File: src/rtl/alu_flag_register_if.sv
// Bus bundle between the ALU byte slice and the flag register stage.
// Shadow save/restore strobes exist only when ALU_FLAG_SHADOW_EN is defined.
interface alu_flag_register_if;
    logic       res_valid;
    logic       is8bitZero;
    logic       carry_in;
    logic       sign_in;
    logic       ovf_in;
    logic       chain_first;
    logic       chain_last;
    logic [3:0] flag_mask;
    logic       load_en;
    logic [3:0] load_data;
    logic [3:0] flags;
    logic       carry_chain;
    logic       flags_valid;
    logic       busy;
    logic       chain_err;
`ifdef ALU_FLAG_SHADOW_EN
    logic       save_en;
    logic       restore_en;

    modport master (
        output res_valid, is8bitZero, carry_in, sign_in, ovf_in,
               chain_first, chain_last, flag_mask, load_en, load_data,
               save_en, restore_en,
        input  flags, carry_chain, flags_valid, busy, chain_err
    );
    modport slave (
        input  res_valid, is8bitZero, carry_in, sign_in, ovf_in,
               chain_first, chain_last, flag_mask, load_en, load_data,
               save_en, restore_en,
        output flags, carry_chain, flags_valid, busy, chain_err
    );
`else
    modport master (
        output res_valid, is8bitZero, carry_in, sign_in, ovf_in,
               chain_first, chain_last, flag_mask, load_en, load_data,
        input  flags, carry_chain, flags_valid, busy, chain_err
    );
    modport slave (
        input  res_valid, is8bitZero, carry_in, sign_in, ovf_in,
               chain_first, chain_last, flag_mask, load_en, load_data,
        output flags, carry_chain, flags_valid, busy, chain_err
    );
`endif
endinterface

File: src/rtl/alu_flag_register.sv
// Flag stage: accumulates Z/C over multi-byte ops and commits {V,N,C,Z}.
// Optional flag shadow register enabled by defining ALU_FLAG_SHADOW_EN.
module alu_flag_register (
    input  logic                 clk,
    input  logic                 rst_n,
    alu_flag_register_if.slave   bus
);
    typedef enum logic {
        IDLE  = 1'b0,
        CHAIN = 1'b1
    } state_t;

    localparam int FLAG_C = 1;

    state_t     state_q, state_d;
    logic [3:0] flags_q, flags_d;
    logic       z_acc_q, z_acc_d;
    logic       c_tmp_q, c_tmp_d;
    logic       flags_valid_q, flags_valid_d;
    logic       chain_err_q, chain_err_d;
    logic       commit_s;
    logic       commit_z_s;
    logic [3:0] commit_flags_s;
`ifdef ALU_FLAG_SHADOW_EN
    logic [3:0] shadow_q, shadow_d;
`endif

    function automatic logic [3:0] mask_merge(input logic [3:0] old_v,
                                              input logic [3:0] new_v,
                                              input logic [3:0] mask);
        return (old_v & ~mask) | (new_v & mask);
    endfunction

    // State register
    always_ff @(posedge clk or negedge rst_n) begin
        if (!rst_n) begin
            state_q <= IDLE;
        end else begin
            state_q <= state_d;
        end
    end

    // Next-state decode
    always_comb begin
        state_d = state_q;
        case (state_q)
            IDLE: begin
                if (bus.res_valid && bus.chain_first && !bus.chain_last) begin
                    state_d = CHAIN;
                end else begin
                    state_d = IDLE;
                end
            end
            CHAIN: begin
                if (bus.res_valid && bus.chain_last) begin
                    state_d = IDLE;
                end else begin
                    state_d = CHAIN;
                end
            end
            default: state_d = IDLE;
        endcase
    end

    // Per-state outputs: commit strobe, protocol error, accumulator updates
    always_comb begin
        commit_s    = 1'b0;
        commit_z_s  = 1'b0;
        chain_err_d = 1'b0;
        z_acc_d     = z_acc_q;
        c_tmp_d     = c_tmp_q;
        case (state_q)
            IDLE: begin
                if (bus.res_valid) begin
                    if (!bus.chain_first) begin
                        chain_err_d = 1'b1;
                    end else if (bus.chain_last) begin
                        commit_s   = 1'b1;
                        commit_z_s = bus.is8bitZero;
                    end else begin
                        z_acc_d = bus.is8bitZero;
                        c_tmp_d = bus.carry_in;
                    end
                end else begin
                    commit_s = 1'b0;
                end
            end
            CHAIN: begin
                if (bus.res_valid) begin
                    if (bus.chain_first) begin
                        // Abort the running chain; the byte restarts accumulation
                        chain_err_d = 1'b1;
                        if (bus.chain_last) begin
                            commit_s   = 1'b1;
                            commit_z_s = bus.is8bitZero;
                            z_acc_d    = 1'b1;
                        end else begin
                            z_acc_d = bus.is8bitZero;
                            c_tmp_d = bus.carry_in;
                        end
                    end else if (bus.chain_last) begin
                        commit_s   = 1'b1;
                        commit_z_s = z_acc_q & bus.is8bitZero;
                        z_acc_d    = 1'b1;
                    end else begin
                        z_acc_d = z_acc_q & bus.is8bitZero;
                        c_tmp_d = bus.carry_in;
                    end
                end else begin
                    commit_s = 1'b0;
                end
            end
            default: begin
                z_acc_d = 1'b1;
            end
        endcase
    end

    // Flag write arbitration: restore > load > commit
    always_comb begin
        commit_flags_s = mask_merge(flags_q,
                                    {bus.ovf_in, bus.sign_in, bus.carry_in, commit_z_s},
                                    bus.flag_mask);
        flags_valid_d  = commit_s;
        flags_d        = flags_q;
`ifdef ALU_FLAG_SHADOW_EN
        shadow_d = bus.save_en ? flags_q : shadow_q;
        if (bus.restore_en) begin
            flags_d = shadow_q;
        end else if (bus.load_en) begin
            flags_d = bus.load_data;
        end else if (commit_s) begin
            flags_d = commit_flags_s;
        end else begin
            flags_d = flags_q;
        end
`else
        if (bus.load_en) begin
            flags_d = bus.load_data;
        end else if (commit_s) begin
            flags_d = commit_flags_s;
        end else begin
            flags_d = flags_q;
        end
`endif
    end

    // Datapath and pulse registers
    always_ff @(posedge clk or negedge rst_n) begin
        if (!rst_n) begin
            flags_q       <= 4'b0000;
            z_acc_q       <= 1'b1;
            c_tmp_q       <= 1'b0;
            flags_valid_q <= 1'b0;
            chain_err_q   <= 1'b0;
        end else begin
            flags_q       <= flags_d;
            z_acc_q       <= z_acc_d;
            c_tmp_q       <= c_tmp_d;
            flags_valid_q <= flags_valid_d;
            chain_err_q   <= chain_err_d;
        end
    end

`ifdef ALU_FLAG_SHADOW_EN
    // Shadow copy of the flags
    always_ff @(posedge clk or negedge rst_n) begin
        if (!rst_n) begin
            shadow_q <= 4'b0000;
        end else begin
            shadow_q <= shadow_d;
        end
    end
`endif

    assign bus.flags       = flags_q;
    assign bus.flags_valid = flags_valid_q;
    assign bus.chain_err   = chain_err_q;
    assign bus.busy        = (state_q == CHAIN);
    assign bus.carry_chain = (state_q == CHAIN) ? c_tmp_q : flags_q[FLAG_C];

endmodule
File: src/flat_wrapper.sv
// flat-port wrapper written by rule: the top's interface ports become plain ports
module alu_flag_register_flat 
  (clk, rst_n, bus_res_valid, bus_is8bitZero, bus_carry_in, bus_sign_in, bus_ovf_in, bus_chain_first, bus_chain_last, bus_flag_mask, bus_load_en, bus_load_data, bus_flags, bus_carry_chain, bus_flags_valid, bus_busy, bus_chain_err);
  alu_flag_register_if bus_i ();
  input  logic clk;
  input  logic rst_n;
  input wire logic [$bits(bus_i.res_valid)-1:0] bus_res_valid;
  input wire logic [$bits(bus_i.is8bitZero)-1:0] bus_is8bitZero;
  input wire logic [$bits(bus_i.carry_in)-1:0] bus_carry_in;
  input wire logic [$bits(bus_i.sign_in)-1:0] bus_sign_in;
  input wire logic [$bits(bus_i.ovf_in)-1:0] bus_ovf_in;
  input wire logic [$bits(bus_i.chain_first)-1:0] bus_chain_first;
  input wire logic [$bits(bus_i.chain_last)-1:0] bus_chain_last;
  input wire logic [$bits(bus_i.flag_mask)-1:0] bus_flag_mask;
  input wire logic [$bits(bus_i.load_en)-1:0] bus_load_en;
  input wire logic [$bits(bus_i.load_data)-1:0] bus_load_data;
  output wire logic [$bits(bus_i.flags)-1:0] bus_flags;
  output wire logic [$bits(bus_i.carry_chain)-1:0] bus_carry_chain;
  output wire logic [$bits(bus_i.flags_valid)-1:0] bus_flags_valid;
  output wire logic [$bits(bus_i.busy)-1:0] bus_busy;
  output wire logic [$bits(bus_i.chain_err)-1:0] bus_chain_err;
  assign bus_i.res_valid = bus_res_valid;
  assign bus_i.is8bitZero = bus_is8bitZero;
  assign bus_i.carry_in = bus_carry_in;
  assign bus_i.sign_in = bus_sign_in;
  assign bus_i.ovf_in = bus_ovf_in;
  assign bus_i.chain_first = bus_chain_first;
  assign bus_i.chain_last = bus_chain_last;
  assign bus_i.flag_mask = bus_flag_mask;
  assign bus_i.load_en = bus_load_en;
  assign bus_i.load_data = bus_load_data;
  assign bus_flags = bus_i.flags;
  assign bus_carry_chain = bus_i.carry_chain;
  assign bus_flags_valid = bus_i.flags_valid;
  assign bus_busy = bus_i.busy;
  assign bus_chain_err = bus_i.chain_err;
  alu_flag_register u_core (.clk(clk), .rst_n(rst_n), .bus(bus_i));
endmodule
File: config.mk
export PLATFORM = sky130hd
export DESIGN_NAME = alu_flag_register_flat
export DESIGN_NICKNAME = d
export VERILOG_FILES = /design/src/rtl/alu_flag_register_if.sv /design/src/rtl/alu_flag_register.sv /design/src/flat_wrapper.sv
export SDC_FILE = /design/constraint.sdc
export NUM_CORES = 1
export LEC_CHECK = 0
export BUFFER_PORTS_ARGS = -buffer_cell sky130_fd_sc_hd__buf_2
export CAP_MARGIN = 30
export CORE_AREA = 2 2 39 41
export DETAILED_ROUTE_END_ITERATION = 10
export DIE_AREA = 0 0 41 43
export SLEW_MARGIN = 20
export SYNTH_ARGS = -nofsm -noshare
export SYNTH_HDL_FRONTEND = slang
export SYNTH_SLANG_ARGS = --single-unit
export TNS_END_PERCENT = 10
File: constraint.sdc
create_clock -name clk -period 1.52 [get_ports clk]
set_input_delay 0.076 -clock clk [delete_from_list [all_inputs] [get_ports clk]]
set_output_delay 0.076 -clock clk [all_outputs]
set_load 0.02 [all_outputs]
### Yosys cells after proc, flatten, opt, wreduce, memory -nomap -nowiden

Index checks and enable logic that the tools add are counted.

| word-level totals | value |
|---|---|
| register bits | 9 |
| input bits | 18 |
| logic and storage cells | 59 |

| operators by class | value |
|---|---|
| eq/ne operators | 4 |
| multiplexer cells | 36 |
| bitwise gates (word level) | 6 |
| reductions and logical operators | 7 |

Operators by type and width:

| kind | number |
|---|---|
| two-way mux 1 bit | 28 |
| case mux 1 bit (2 select lines) | 6 |
| bitwise AND 4 bit | 2 |
| two-way mux 4 bit | 2 |
| inequality test 2 bit, second input constant | 4 |
| inverter 4 bit | 1 |
| OR 4 bit | 1 |
| AND reduction 4 bit | 1 |
| logical AND 1 bit | 3 |
| AND reduction 3 bit | 1 |
| nonzero test 2 bit | 1 |
| bitwise AND 1 bit | 1 |
| logical NOT 1 bit | 1 |
| inverter 1 bit | 1 |

### Logic depth before layout (Yosys ltp)

| depth | value |
|---|---|
| word-level depth | 9 |
| gate-level depth with buffers | 5 |
| mapped depth without buffers | 5 |

### Worst setup path before layout

Ideal clock, no wire load.

| timing path | value |
|---|---|
| kind | register to register |
| from | register u_core.state_q, in the netlist u_core.bus.busy |
| to | register u_core.c_tmp_q |
| data arrival time | 1371 ps |
| slack | 25 ps |
| stages on the path, launching flop included | 6 |
| buffers on the path | 0 |
| path through | dfrtp_1 inv_1 ha_1 nand2b_1 nor2_1 mux2_2 |

| between the ends | value |
|---|---|
| word-level cells in the longest chain between the ends | 3 |
| elaborated cells between the ends (all ways) | 6 |
| those cells by class | 3 x eq/ne; 1 x mux; 1 x bitwise; 1 x reduce/logical |

Ends and longest elaborated chain:

| element | line | text |
|---|---|---|
| from (decl) | alu_flag_register.sv:15 | `state_t state_q, state_d;` |
| from (signal assigned) | alu_flag_register.sv:39 | `state_q <= state_d;` |
| inverter 1 bit | alu_flag_register.sv:72 | `case (state_q)` |
| inequality test 2 bit (no line) | n/a |  |
| AND reduction 3 bit (no line) | n/a |  |
| to (signal assigned) | alu_flag_register.sv:159 | `c_tmp_q <= c_tmp_d;` |
| to (decl) | alu_flag_register.sv:18 | `logic c_tmp_q, c_tmp_d;` |

Parallel ways exist; a longest one is shown, timed or not.
A chain may end at the register's enable or synchronous reset.

### Worst setup path after layout

Same ends and word-level chain as after synthesis.

==> impl_metrics.tcl <==
set metrics [dict create \
    cts_setup_buffers 0 \
    crit-reg2reg-launch "u_core.bus.busy" \
    relSlewSlack 0.846 \
    drt_iter0_drc 5 \
    grt_pass1_vias 376 \
    tightest_slew_ps 230 \
    peakVddDrop_mv 0.566 \
    place.gp.congestion 0.710 \
    clkPwrFrac 0.290 \
    rsz0062_at_grt "false" \
    swShare 0.293 \
    total_power_uw 643 \
    syn2layout_area_growth_pct 39.3 \
    fin_cells 86 \
    port_buffers 25 \
    cp-start-kind "flip-flop" \
    synth-async-reset-ratio 1.00 \
    internal_power_uw 454 \
    crit_type "reg -> reg" \
    die-area_sq_mm 0.00176 \
    numCtsBuffers 3 \
    maxCapViolations 0 \
    synth_ff_type "dfrtp_1" \
    routed_wl_um 1040 \
    finClkSkew_ps 5.25 \
    p_switching_uw 189 \
    gr-total-overflow 0 \
    antenna_cells 0 \
    num_rows 14 \
    status "finished clean" \
    die_width_um 41 \
    path_cells "inv_1 -> ha_1 -> nand2b_1 -> nor2_1 -> mux2_2" \
    hp-class "in -> reg" \
    ys_types 19 \
    power_frac_seq 0.448 \
    cts_tree "done" \
    grt_start_max_net_pins 10 \
    crit_fanout 3 \
    setup_viol 0 \
    grt_pass1_wl_um 1640 \
    ios 26 \
    worstPathRequired_ps 1670 \
    min_period_ps 1310 \
    r2r_cells 5 \
    synth_area_sq_um 452 \
    setup_tns_ps 0 \
    crit_family "flip-flops" \
    yosysTopAreaCell "dfrtp_1" \
    root_buffer "clkbuf_4" \
    detail-route-antenna-nets 0 \
    syn_nets 59 \
    initial_core_util 0.326 \
    synth_edf_count 0 \
    critPathBufInv 1 \
    post-route-util 0.455 \
    ys_seq_elements 9 \
    endpoint "u_core.c_tmp_q" \
    antenna_found_initial 0 \
    synth_top_cell_area_share 0.443 \
    clk_pin_slew_ps 60 \
    crit_path_end_kind "flip-flop" \
    synth_common_cells "dfrtp_1 (8), a21oi_1 (5), a21bo_1 (3), a31oi_1 (3), inv_1 (3)" \
    synthTopCellsByArea "dfrtp_1 (44%), a21bo_1 (6.6%), dfstp_2 (5.8%)" \
    crit_cells 5 \
    arrival_ps 1460 \
    hold_start "bus_load_data[0]" \
    ys_warn_count 0 \
    grt_usage 0.140 \
    place_area_sq_um 593 \
    timing.rr.end "u_core.c_tmp_q" \
    yosysMostFrequentCell "dfrtp_1" \
    routed_via_density 4.94 \
    avgRoutedWirePerCell_um 12.1 \
    synth_cells 40 \
    cts_htree_levels 1 \
    fin_area_sq_um 629 \
    dp_hpwl_um 808 \
    die_height_um 43 \
    final_layout_size_suffix_gt1_frac 0.457 \
    reg2reg_slack_ps 210 \
    power.leakage_uw 0.000335 \
    crit_slowest_cell "dfrtp_1" \
    drc 0 \
    nets 90 \
    final-max-slew-violation-count 0 \
    first_pass_iters 3 \
    max_stage_delay_ps 340 \
    hold_viol_final 0 \
    cts.sinks 9 \
    routed-via-count 425 \
    ys_seq_area_frac 0.501 \
    postSynthAreaPerCell_sq_um 11.3 \
    clock_path_buffers 2 \
    core_area_sq_mm 0.00138 \
    worstSetupStartpoint "u_core.bus.busy" \
    placed_cells 81 \
    finalCritPeriodShare 0.860 \
    fmax_mhz 765 \
    worstSkewPairLatency_ps 260 \
    p_per_area_mw_per_mm2 1020 \
    p_comb_frac 0.263 \
]
-- cells in the final DEF, fill, tap and decap left out --
cell	instances
dfrtp_1	8
ha_1	1
a21boi_0	1
clkbuf_4	3
o32a_1	1
nand2b_1	1
dfstp_2	1
buf_2	25
a21oi_1	5
a31oi_1	3
nor2_1	2
nand4_1	1
dlygate4sd3_1	1
o211a_1	1
buf_4	1
o22a_1	2
clkbuf_1	1
mux2_2	2
a2bb2oi_1	2
nor2b_1	1
a21bo_1	3
o21ai_0	1
inv_1	3
-- cells by family after synthesis --
| logic type | count (synthesis) | share of synthesized area |
|---|---|---|
| compound gates | 19 | 0.313 |
| fa+ha+maj | 1 | 0.0277 |
| buf+inv | 4 | 0.0499 |
| flops | 9 | 0.501 |
| mux | 2 | 0.0499 |
| simple gates | 5 | 0.0582 |
-- worst reg2reg max path, delay by kind of cell (launching register included) --
kind / cells / cell delay (ps)
adder cells (fa/ha/maj): 1 / 180
multiplexers: 1 / 330
buffers and inverters: 1 / 60
flip-flops: 1 / 340
AND/OR/NAND/NOR: 2 / 270
-- layout make-up --
type	count	area (sq um)
Tap cell	16	20.0
Multi-Input combinational cell	27	203
Sequential cell	9	226
Clock buffer	4	26.3
Fill cell	146	754
Timing Repair Buffer	27	143
Inverter	3	11.3
-- timing repair --
item                      in CTS  in global routing
resized for setup              0                  0
hold endpoints to repair       9                  0
hold buffers                   1                  0
-- power by group through the flow --
| stage | Clock (uW) | Combinational (uW) | Sequential, uW |
|---|---|---|---|
| final | 186 | 169 | 288 |
| after global routing | 211 | 186 | 291 |
| after CTS | 195 | 171 | 288 |
| after detailed placement | 0 | 168 | 292 |
| after global placement | 0 | 167 | 292 |
| after floorplan | 0 | 74.2 | 317 |
-- worst min-delay path by stage --
stage	end	slack, ps	cells past startpoint
global route	flip-flop	40	2
floorplan	async pin	-220	0
global placement	u_core.c_tmp_q	-60	1
detailed placement	u_core.c_tmp_q	-60	1
finish	flip-flop	40	2
CTS	flip-flop	40	2
-- stage by stage --
| step | setup slack, ps | hold slack [ps] |
|---|---|---|
| after CTS | 207 | 35.9 |
| after global routing | 127 | 44.1 |
| final | 212 | 44.2 |
| after detailed placement | 212 | -57.3 |
| after global placement | 242 | -62.6 |
| after floorplan | 24.6 | -220 |
-- metal layers --
metal  up-vias  GRT usage  share of wire
met2        15      0.197           0.45
met3         0     0.0314          0.074
met4         0     0.0800              0
li1        213          -              -
met5         -          0              0
met1       197      0.191           0.47
No activity file was read; power rests on OpenSTA's default activity.
